==> src/rtl/pcm_rx_framer_pkg.sv <==
// Shared MCAC datapath types: PCM word layout and companding-law encodings.
// Combinational definitions only; no latency or backpressure.
package mcac_pkg;

  localparam int PCM_W = 8;

  localparam logic LAW_A = 1'b1;
  localparam logic LAW_U = 1'b0;

  typedef struct packed {
    logic             law;
    logic [PCM_W-1:0] code;
  } pcm_word_t;

  function automatic int frame_bits(input int slots);
    return slots * PCM_W;
  endfunction

endpackage

==> src/rtl/pcm_rx_framer_if.sv <==
// Valid/ready handshake carrying one PCM codeword plus its law tag toward EXPAND.
// Data must hold steady while valid is high and ready is low.
interface pcm_rx_framer_if;
  import mcac_pkg::*;

  logic             out_valid;
  logic             out_ready;
  logic [PCM_W-1:0] out_s;
  logic             out_law;

  modport master (output out_valid, output out_s, output out_law, input out_ready);
  modport slave  (input out_valid, input out_s, input out_law, output out_ready);

endinterface

==> src/rtl/pcm_rx_framer_fifo.sv <==
// Two-entry first-word-fall-through FIFO of PCM words; head is visible the cycle after push.
// When full, a push is taken only if a pop lands in the same cycle.
module pcm_fifo2
  import mcac_pkg::*;
(
  input  logic      clk,
  input  logic      reset,
  input  logic      push,
  input  logic      pop,
  input  pcm_word_t din,
  output logic      full,
  output logic      empty,
  output pcm_word_t head
);

  pcm_word_t  mem [2];
  logic       wr_ptr;
  logic       rd_ptr;
  logic [1:0] count;
  logic       do_pop;
  logic       do_push;

  assign full    = (count == 2'd2);
  assign empty   = (count == 2'd0);
  assign head    = mem[rd_ptr];
  assign do_pop  = pop && !empty;
  // The freed slot of a same-cycle pop makes room for a push into a full FIFO.
  assign do_push = push && (!full || do_pop);

  always_ff @(posedge clk or posedge reset) begin
    if (reset) begin
      mem[0] <= '0;
      mem[1] <= '0;
      wr_ptr <= 1'b0;
      rd_ptr <= 1'b0;
      count  <= 2'd0;
    end else begin
      if (do_push) begin
        mem[wr_ptr] <= din;
        wr_ptr      <= ~wr_ptr;
      end
      if (do_pop) begin
        rd_ptr <= ~rd_ptr;
      end
      unique case ({do_push, do_pop})
        2'b10:   count <= count + 2'd1;
        2'b01:   count <= count - 2'd1;
        default: count <= count;
      endcase
    end
  end

endmodule

==> src/rtl/pcm_rx_framer.sv <==
// TDM serial PCM framer: captures one timeslot's codeword, tags its law, queues it for EXPAND.
// Word is valid 1 clk after the slot LSB strobe; a full queue without a pop drops the word and flags overrun.
module pcm_rx_framer
  import mcac_pkg::*;
#(
  parameter int SLOTS = 32,
  parameter int SLOT  = 0
) (
  input  logic                    clk,
  input  logic                    reset,
  input  logic                    bclk_en,
  input  logic                    fs,
  input  logic                    sdin,
  input  logic                    law_in,
  input  logic                    clr_ovr,
  pcm_rx_framer_if.master         pcm,
  output logic                    locked,
  output logic                    sync_err,
  output logic                    overrun
);

  localparam int FRAME_BITS = frame_bits(SLOTS);
  localparam int CW         = (FRAME_BITS > 1) ? $clog2(FRAME_BITS) : 1;
  localparam logic [CW-1:0] LAST = CW'(FRAME_BITS - 1);

  logic [CW-1:0]    bcnt;
  logic [CW-1:0]    pos;
  logic [CW:0]      rel;
  logic             in_win;
  logic             win_first;
  logic             win_last;
  logic             capture;
  logic             bad_fs;
  logic             push;
  logic             pop;
  logic             ovr_set;
  logic [PCM_W-2:0] sr;
  logic             law_q;
  logic             fifo_full;
  logic             fifo_empty;
  pcm_word_t        word;
  pcm_word_t        head;

  always_comb begin
    pos       = (fs || bcnt == LAST) ? '0 : bcnt + CW'(1);
    // One extra bit keeps positions before the window from aliasing into it.
    rel       = {1'b0, pos} - (CW+1)'(SLOT * PCM_W);
    in_win    = rel < (CW+1)'(PCM_W);
    win_first = (rel == '0);
    win_last  = (rel == (CW+1)'(PCM_W - 1));
    capture   = bclk_en && (locked || fs);
    bad_fs    = bclk_en && fs && locked && (bcnt != LAST);
    push      = capture && win_last;
    pop       = pcm.out_valid && pcm.out_ready;
    ovr_set   = push && fifo_full && !pop;
    word.law  = law_q;
    word.code = {sr, sdin};
  end

  always_ff @(posedge clk or posedge reset) begin
    if (reset) begin
      bcnt     <= '0;
      locked   <= 1'b0;
      sync_err <= 1'b0;
      sr       <= '0;
      law_q    <= LAW_U;
      overrun  <= 1'b0;
    end else begin
      sync_err <= bad_fs;
      if (bclk_en) begin
        bcnt <= pos;
        if (fs) begin
          locked <= 1'b1;
        end
      end
      if (bad_fs) begin
        sr <= '0;
      end
      if (capture && in_win) begin
        sr <= {sr[PCM_W-3:0], sdin};
        if (win_first) begin
          law_q <= law_in;
        end
      end
      if (ovr_set) begin
        overrun <= 1'b1;
      end else if (clr_ovr) begin
        overrun <= 1'b0;
      end
    end
  end

  pcm_fifo2 u_fifo (
    .clk   (clk),
    .reset (reset),
    .push  (push),
    .pop   (pop),
    .din   (word),
    .full  (fifo_full),
    .empty (fifo_empty),
    .head  (head)
  );

  assign pcm.out_valid = !fifo_empty;
  assign pcm.out_s     = head.code;
  assign pcm.out_law   = head.law;

endmodule

==> src/flat_wrapper.sv <==
// flat-port wrapper written by rule: the top's interface ports become plain ports
module pcm_rx_framer_flat import mcac_pkg::*;
#(
  parameter int SLOTS = 32,
  parameter int SLOT  = 0
)
  (clk, reset, bclk_en, fs, sdin, law_in, clr_ovr, locked, sync_err, overrun, pcm_out_valid, pcm_out_s, pcm_out_law, pcm_out_ready);
  pcm_rx_framer_if pcm_i ();
  input  logic clk;
  input  logic reset;
  input  logic bclk_en;
  input  logic fs;
  input  logic sdin;
  input  logic law_in;
  input  logic clr_ovr;
  output logic locked;
  output logic sync_err;
  output logic overrun;
  output wire logic [$bits(pcm_i.out_valid)-1:0] pcm_out_valid;
  output wire logic [$bits(pcm_i.out_s)-1:0] pcm_out_s;
  output wire logic [$bits(pcm_i.out_law)-1:0] pcm_out_law;
  input wire logic [$bits(pcm_i.out_ready)-1:0] pcm_out_ready;
  assign pcm_out_valid = pcm_i.out_valid;
  assign pcm_out_s = pcm_i.out_s;
  assign pcm_out_law = pcm_i.out_law;
  assign pcm_i.out_ready = pcm_out_ready;
  pcm_rx_framer #(.SLOTS(SLOTS), .SLOT(SLOT)) u_core (.clk(clk), .reset(reset), .bclk_en(bclk_en), .fs(fs), .sdin(sdin), .law_in(law_in), .clr_ovr(clr_ovr), .pcm(pcm_i), .locked(locked), .sync_err(sync_err), .overrun(overrun));
endmodule
==> config.mk <==
export PLATFORM = sky130hd
export DESIGN_NAME = pcm_rx_framer_flat
export DESIGN_NICKNAME = d
export VERILOG_FILES = /design/src/rtl/pcm_rx_framer_pkg.sv /design/src/rtl/pcm_rx_framer_if.sv /design/src/rtl/pcm_rx_framer_fifo.sv /design/src/rtl/pcm_rx_framer.sv /design/src/flat_wrapper.sv
export SDC_FILE = /design/constraint.sdc
export NUM_CORES = 1
export LEC_CHECK = 0
export ABC_AREA = 1
export CORE_MARGIN = 3
export CORE_UTILIZATION = 51
export DETAILED_ROUTE_END_ITERATION = 8
export PLACE_DENSITY_LB_ADDON = 0.3
export SLEW_MARGIN = 20
export SYNTH_ARGS = -nofsm -noshare
export SYNTH_HDL_FRONTEND = slang
export SYNTH_SLANG_ARGS = --single-unit
==> constraint.sdc <==
create_clock -name clk -period 2.39 [get_ports clk]
set_input_delay 0.239 -clock clk [delete_from_list [all_inputs] [get_ports clk]]
set_output_delay 0.239 -clock clk [all_outputs]
set_load 0.02 [all_outputs]
==> results of run 1 <==
cell families after synthesis:
group / Yosys count
buf+inv: 28
simple gates: 170
compound gates: 20
flops: 41
fa+ha+maj: 2
xor+xnor: 4
power by group:
part,leakage [nW],internal (W),switching [W]
clock,0.0542,0.000261,0.000238
sequential,0.541,0.000780,0.0000945
combinational,0.703,0.000173,0.000318
per-layer routing:
metal / GRT usage [%] / routed length [µm] / part of all wire [%]
met5: 0 / 0 / 0
met1: 29.8 / 2260 / 50
met3: 4.35 / 233 / 5.1
met4: 4.38 / 17 / 0.38
met2: 28.4 / 2020 / 44
placed cells by master, fill, tap and decap left out, types with 4 or more instances in the layout:
master,n
inv_1,16
dfrtp_1,41
buf_4,8
clkbuf_8,7
o21ai_0,10
clkdlybuf4s50_1,20
nand3_1,11
nand2_1,109
nor2_4,4
nand4_1,22
nor2_1,9
per-stage QoR:
stage          util [%]  std cells  hold WS (ns)
3_5_place_dp       60.1        334         0.458
3_3_place_gp       60.1        334         0.455
2_1_floorplan         -        265         0.347
5_1_grt            63.2        342         0.415
4_1_cts            62.6        342         0.398
6_report           63.2        342         0.376
Yosys cell counts, drive strengths merged:
library cell / count / area, µm²
a21oi: 3 / 26.3
and2: 1 / 6.26
buf: 6 / 48.8
clkbuf: 3 / 15.0
clkinv: 1 / 3.75
dfrtp: 41 / 1030
ha: 2 / 25.0
inv: 18 / 67.6
nand2: 114 / 455
nand3: 14 / 85.1
nand4: 24 / 171
nor2: 17 / 118
o21ai: 14 / 73.8
o21bai: 2 / 15.0
o22ai: 1 / 6.26
xnor2: 1 / 8.76
xor2: 3 / 26.3
worst min-delay path: cells and delay by family:
kind,cells,cell delay (ns)
buffers and inverters,3,0.88
what timing repair did:
item,CTS,global route
endpoints found under the setup margin,0,1
hold buffers,0,0
endpoints found under the hold margin,0,0
buffers inserted,0,0
resized for setup,0,4
flip-flops by register name, summed over array words and instances (netlist names):
name / cells
u_core.locked: 1
u_core.u_fifo.rd_ptr: 1
u_core.sr: 7
u_core.u_fifo.wr_ptr: 1
u_core.u_fifo.mem: 18
u_core.sync_err: 1
u_core.overrun: 1
u_core.bcnt: 8
u_core.u_fifo.count: 2
u_core.law_q: 1
path summary, 6_finish.rpt:
| kind | start | to | slack (ns) |
|---|---|---|---|
| max | u_core.bcnt[0] | u_core.u_fifo.count[1] | 0.17 |
| min | reset | u_core.law_q | 0.38 |
| max reg2reg | u_core.bcnt[0] | u_core.u_fifo.count[1] | 0.17 |
| min reg2reg | u_core.u_fifo.mem[0] | u_core.u_fifo.mem[0] | 0.47 |
| max in group asynchronous | reset | u_core.u_fifo.mem[13] | 1.65 |
| min in group clk | u_core.u_fifo.mem[0] | u_core.u_fifo.mem[0] | 0.47 |
cell type report:
| cell class | instances | area (µm²) |
|---|---|---|
| sequential | 41 | 1030 |
| multi-input combinational | 196 | 1040 |
| clock buffer | 7 | 96.3 |
| fill | 343 | 1490 |
| clock inverter | 1 | 5.00 |
| timing repair buffer | 28 | 260 |
| inverter | 19 | 71.3 |
| tap | 50 | 62.6 |
==> impl_metrics.json, run 1 <==
{
  "htreeDepth": 2,
  "synth_top_family_by_area": "simple AND/OR/NAND/NOR gates",
  "ys_ff_latch": 41,
  "place.gp.congestion": 0.910,
  "path_delay_family": "simple AND/OR/NAND/NOR gates",
  "num_vias": 1789,
  "routed_wirelength_um": 4530,
  "peakVddDrop_v": 0.000463,
  "grt_pass1_vias": 1657,
  "die-area_um2": 5090,
  "finalMaxSlewViolations": 0,
  "die_width_um": 71.4,
  "cts_sinks": 41,
  "die_h_um": 71.4,
  "fin_setup_tns_ns": 0,
  "ys_types": 31,
  "seq_area_frac_synth_pct": 47.1,
  "initial_core_util_pct": 53.7,
  "cp.required_ns": 2.57,
  "pre_cts_slack_ns": 0.0639,
  "yosys_warnings": 0,
  "diodes": 0,
  "first_pass_iters": 4,
  "clockBufferDepth": 2,
  "clock-root-buffer": "clkbuf_8",
  "postLayoutCellArea_um2": 2560,
  "synth_cells": 265,
  "cpPeakStageDelay_ns": 0.40,
  "numCtsBuffers": 5,
  "fmax_ghz": 0.451,
  "clock_latency_ns": 0.29,
  "drc": 0,
  "syn_to_final_growth_pct": 17.7,
  "rsz0062_at_grt": "false",
  "drt_iter0_drc": 171,
  "coreArea_um2": 4060,
  "cp_num_buf_inv": 0,
  "hold_viol_final": 0,
  "path_clk_slew_ns": 0.07,
  "synth_compound_area_share_pct": 5.57,
  "worstMarginPinSlew_ns": 0.527,
  "hold_path.class": "input port to asynchronous set/reset pin",
  "worstSetupStartpointType": "register",
  "min_period_over_period_pct": 92.8,
  "syn_nets": 275,
  "path_max_fanout": 5,
  "end_kind": "register",
  "track_usage_pct": 19.5,
  "status": "finished clean",
  "crit_arrival_ns": 2.39,
  "period_minus_slack_ns": 2.22,
  "post_dp_cell_area_um2": 2440,
  "skew_ns": 0.00338,
  "synthAdderAreaFrac_pct": 1.15,
  "drive_gt1_share_pct": 13.7,
  "maxCapViolCount": 0,
  "total_power_w": 0.00186,
  "worstPathCellList": "ha_4, nand2_4, nor2_4, nand2_4, nand2_4, nor2_2, nor2_4, nand3_2, nor2_4, nand3_1, ha_4, a21oi_1, o21ai_1, xor2_1",
  "setup_viol_count_final": 0,
  "io_pins": 21,
  "grt_start_max_net_pins": 42,
  "p_per_area_nw_per_um2": 727,
  "synth_mux_area_share_pct": 0,
  "synth_xor_xnor_area_share_pct": 1.61,
  "antenna_found_initial": 0,
  "grt_overflow": 0,
  "relSlewSlack_pct": 64.9,
  "ant_nets": 0,
  "path_class": "register to register",
  "fin_nets": 301,
  "dpl.hpwl_um": 3050,
  "via_per_inst": 5.23,
  "cts_tree": "done",
  "wl_per_cell_um": 13.2,
  "synth_simple_gate_area_share_pct": 38.4,
  "row_count": 23,
  "syn-cell-area_um2": 2180,
  "power.leakage_nw": 1.30,
  "r2r_cells": 14,
  "worst_slack_ns": 0.172,
  "grt_pass1_wl_um": 7910,
  "cp_slowest_cell": "dfrtp_1",
  "path_depth": 14,
  "avgSynthCellArea_um2": 8.22,
  "port_buffers": 20
}
(Power assumes the default switching activity.)
==> inputs of run 2 (changes only) <==
Settings changed: CORE_UTILIZATION 51 to 30.
==> run 2 against run 1 <==
Effect of this change: hold slack got worse by 0.0066 ns; wire length rose by 4.8%; clock skew grew 0.0047 ns; sequential cell count is the same; first-iteration DRC count fell by 9.9%; sequential power about the same; cell count rose by 13%; power is 3.4% higher; critical endpoint unchanged; non-clock buffer count is the same; critical path depth unchanged; register-to-register slack better by 0.05 ns.
==> impl_metrics.json, run 2 (synthesized netlist as in run 1, its figures left out) <==
{
  "place.gp.congestion": 0.848,
  "die-area_um2": 8320,
  "path_class": "register to register",
  "die_width_um": 91.2,
  "final_cell_mix": "nand2_1, dfrtp_1, nand4_1",
  "path_max_fanout": 5,
  "routed_wirelength_um": 4750,
  "end_kind": "register",
  "regMostFlops": "u_core.u_fifo.mem",
  "path_clk_slew_ns": 0.08,
  "clock_latency_ns": 0.30,
  "htreeDepth": 2,
  "relSlewSlack_pct": 64.5,
  "initial_core_util_pct": 31.5,
  "clockBufferDepth": 2,
  "grt_overflow": 0,
  "fin_setup_tns_ns": 0,
  "cts_sinks": 41,
  "skew_ns": 0.00807,
  "status": "finished clean",
  "cts_tree": "done",
  "drt_iter0_drc": 154,
  "power.leakage_nw": 1.30,
  "port_buffers": 20,
  "rsz0062_at_grt": "false",
  "row_count": 30,
  "largest_register_ffs": 18,
  "reg2reg_to": "u_core.u_fifo.count[1]",
  "final_common_cell": "nand2_1",
  "antenna_found_initial": 0,
  "r2r_cells": 14,
  "hold_path.class": "input port to asynchronous set/reset pin",
  "grt_pass1_wl_um": 8140,
  "p_per_area_nw_per_um2": 730,
  "drc": 0,
  "first_pass_iters": 4,
  "r2r_start": "u_core.bcnt[0]",
  "wl_per_cell_um": 12.2,
  "via_per_inst": 4.59,
  "finalMaxSlewViolations": 0,
  "drive_gt1_share_pct": 14.0,
  "worstSetupStartpointType": "register",
  "die_h_um": 91.2,
  "coreArea_um2": 6910,
  "min_period_over_period_pct": 90.9,
  "worstMarginPinSlew_ns": 0.532,
  "track_usage_pct": 12.1,
  "numCtsBuffers": 5,
  "clock-root-buffer": "clkbuf_8",
  "setup_viol_count_final": 0,
  "num_vias": 1782,
  "diodes": 0,
  "worst_slack_ns": 0.218,
  "reg2reg_setup_slack_ns": 0.22,
  "postCtsHoldBufs": 0,
  "dpl.hpwl_um": 3230,
  "hold_viol_final": 0,
  "pre_cts_slack_ns": 0.103,
  "maxCapViolCount": 0,
  "grt_pass1_vias": 1672,
  "fin_nets": 301,
  "syn_to_final_growth_pct": 21.2,
  "fmax_ghz": 0.460,
  "reg.largest.list": "u_core.u_fifo.mem (18), u_core.bcnt (8), u_core.sr (7)",
  "io_pins": 21,
  "grt_start_max_net_pins": 42,
  "ant_nets": 0,
  "cp.required_ns": 2.57,
  "crit_arrival_ns": 2.35,
  "period_minus_slack_ns": 2.17,
  "peakVddDrop_v": 0.000276
}
run 2: cell types whose count changed in the layout (fill, tap and decap cells not counted):
| cell | before | now |
|---|---|---|
| clkbuf_8 | 7 | 5 |
| clkinv_2 | 1 | 0 |
| o21ai_0 | 10 | 11 |
| clkinv_4 | 0 | 1 |
| bufinv_16 | 0 | 1 |
| nand3_2 | 3 | 4 |
| clkinvlp_4 | 0 | 1 |
| o21ai_1 | 3 | 2 |
| nand3_1 | 11 | 10 |
run 2: final cells by class:
class | count | area, µm²
Multi-Input combinational cell | 196 | 1050
Fill cell | 712 | 4270
Clock buffer | 5 | 68.8
Sequential cell | 41 | 1030
Inverter | 19 | 71.3
Clock inverter | 3 | 46.3
Timing Repair Buffer | 28 | 260
Tap cell | 96 | 120
run 2: report_power, final:
group | internal [W] | switching [W] | total, W | leakage [nW]
Sequential | 0.000780 | 0.0000943 | 0.000874 | 0.541
Clock | 0.000313 | 0.000259 | 0.000572 | 0.0543
Combinational | 0.000170 | 0.000312 | 0.000482 | 0.703
run 2: repair_timing:
item	in CTS	in global routing
resized for setup	0	4
endpoints found under the hold margin	0	0
setup endpoints to repair	0	9
setup buffers	0	0
run 2: critical path: stages (launching register included):
cell and delay, ns:
dfrtp_1 0.40, ha_4 0.18, nand2_4 0.06, nor2_4 0.19
nand2_4 0.09, nand2_4 0.08, nor2_2 0.06, nor2_4 0.09
nand3_2 0.08, nor2_4 0.09, nand3_1 0.13, ha_4 0.25
a21oi_1 0.10, o21ai_0 0.11, xor2_1 0.15
run 2: metrics by stage:
| step | power [W] | util (%) | hold slack (ns) | std cells | cell area, µm² |
|---|---|---|---|---|---|
| final | 0.00193 | 38.2 | 0.370 | 388 | 2640 |
| after global routing | 0.00203 | 38.2 | 0.432 | 388 | 2640 |
| after CTS | 0.00193 | 37.8 | 0.392 | 388 | 2610 |
| after detailed placement | 0.00135 | 36.1 | 0.458 | 380 | 2490 |
| after global placement | 0.00135 | 36.1 | 0.455 | 380 | 2490 |
| after floorplan | 0.00119 | - | 0.347 | 265 | 2180 |
run 2: worst max path at each step:
stage                     slack [ns]  cells after the start                     end      startpoint
final                           0.22                     14  u_core.u_fifo.count[1]  u_core.bcnt[0]
after global routing            0.03                     14  u_core.u_fifo.count[1]  u_core.bcnt[0]
after CTS                       0.13                     14  u_core.u_fifo.count[1]  u_core.bcnt[0]
after detailed placement        0.10                     12  u_core.u_fifo.count[1]              fs
after global placement          0.15                     12  u_core.u_fifo.count[1]              fs
after floorplan                 0.13                     11  u_core.u_fifo.count[1]  u_core.bcnt[0]
run 2: layer usage:
layer	global-route usage (%)	routed length, µm	vias up	share of wire (%)
li1	-	-	915	-
met1	16.3	2360	838	50
met2	18.8	2160	22	45
met3	2.98	147	7	3.1
met4	4.77	80	0	1.7
met5	0	0	-	0
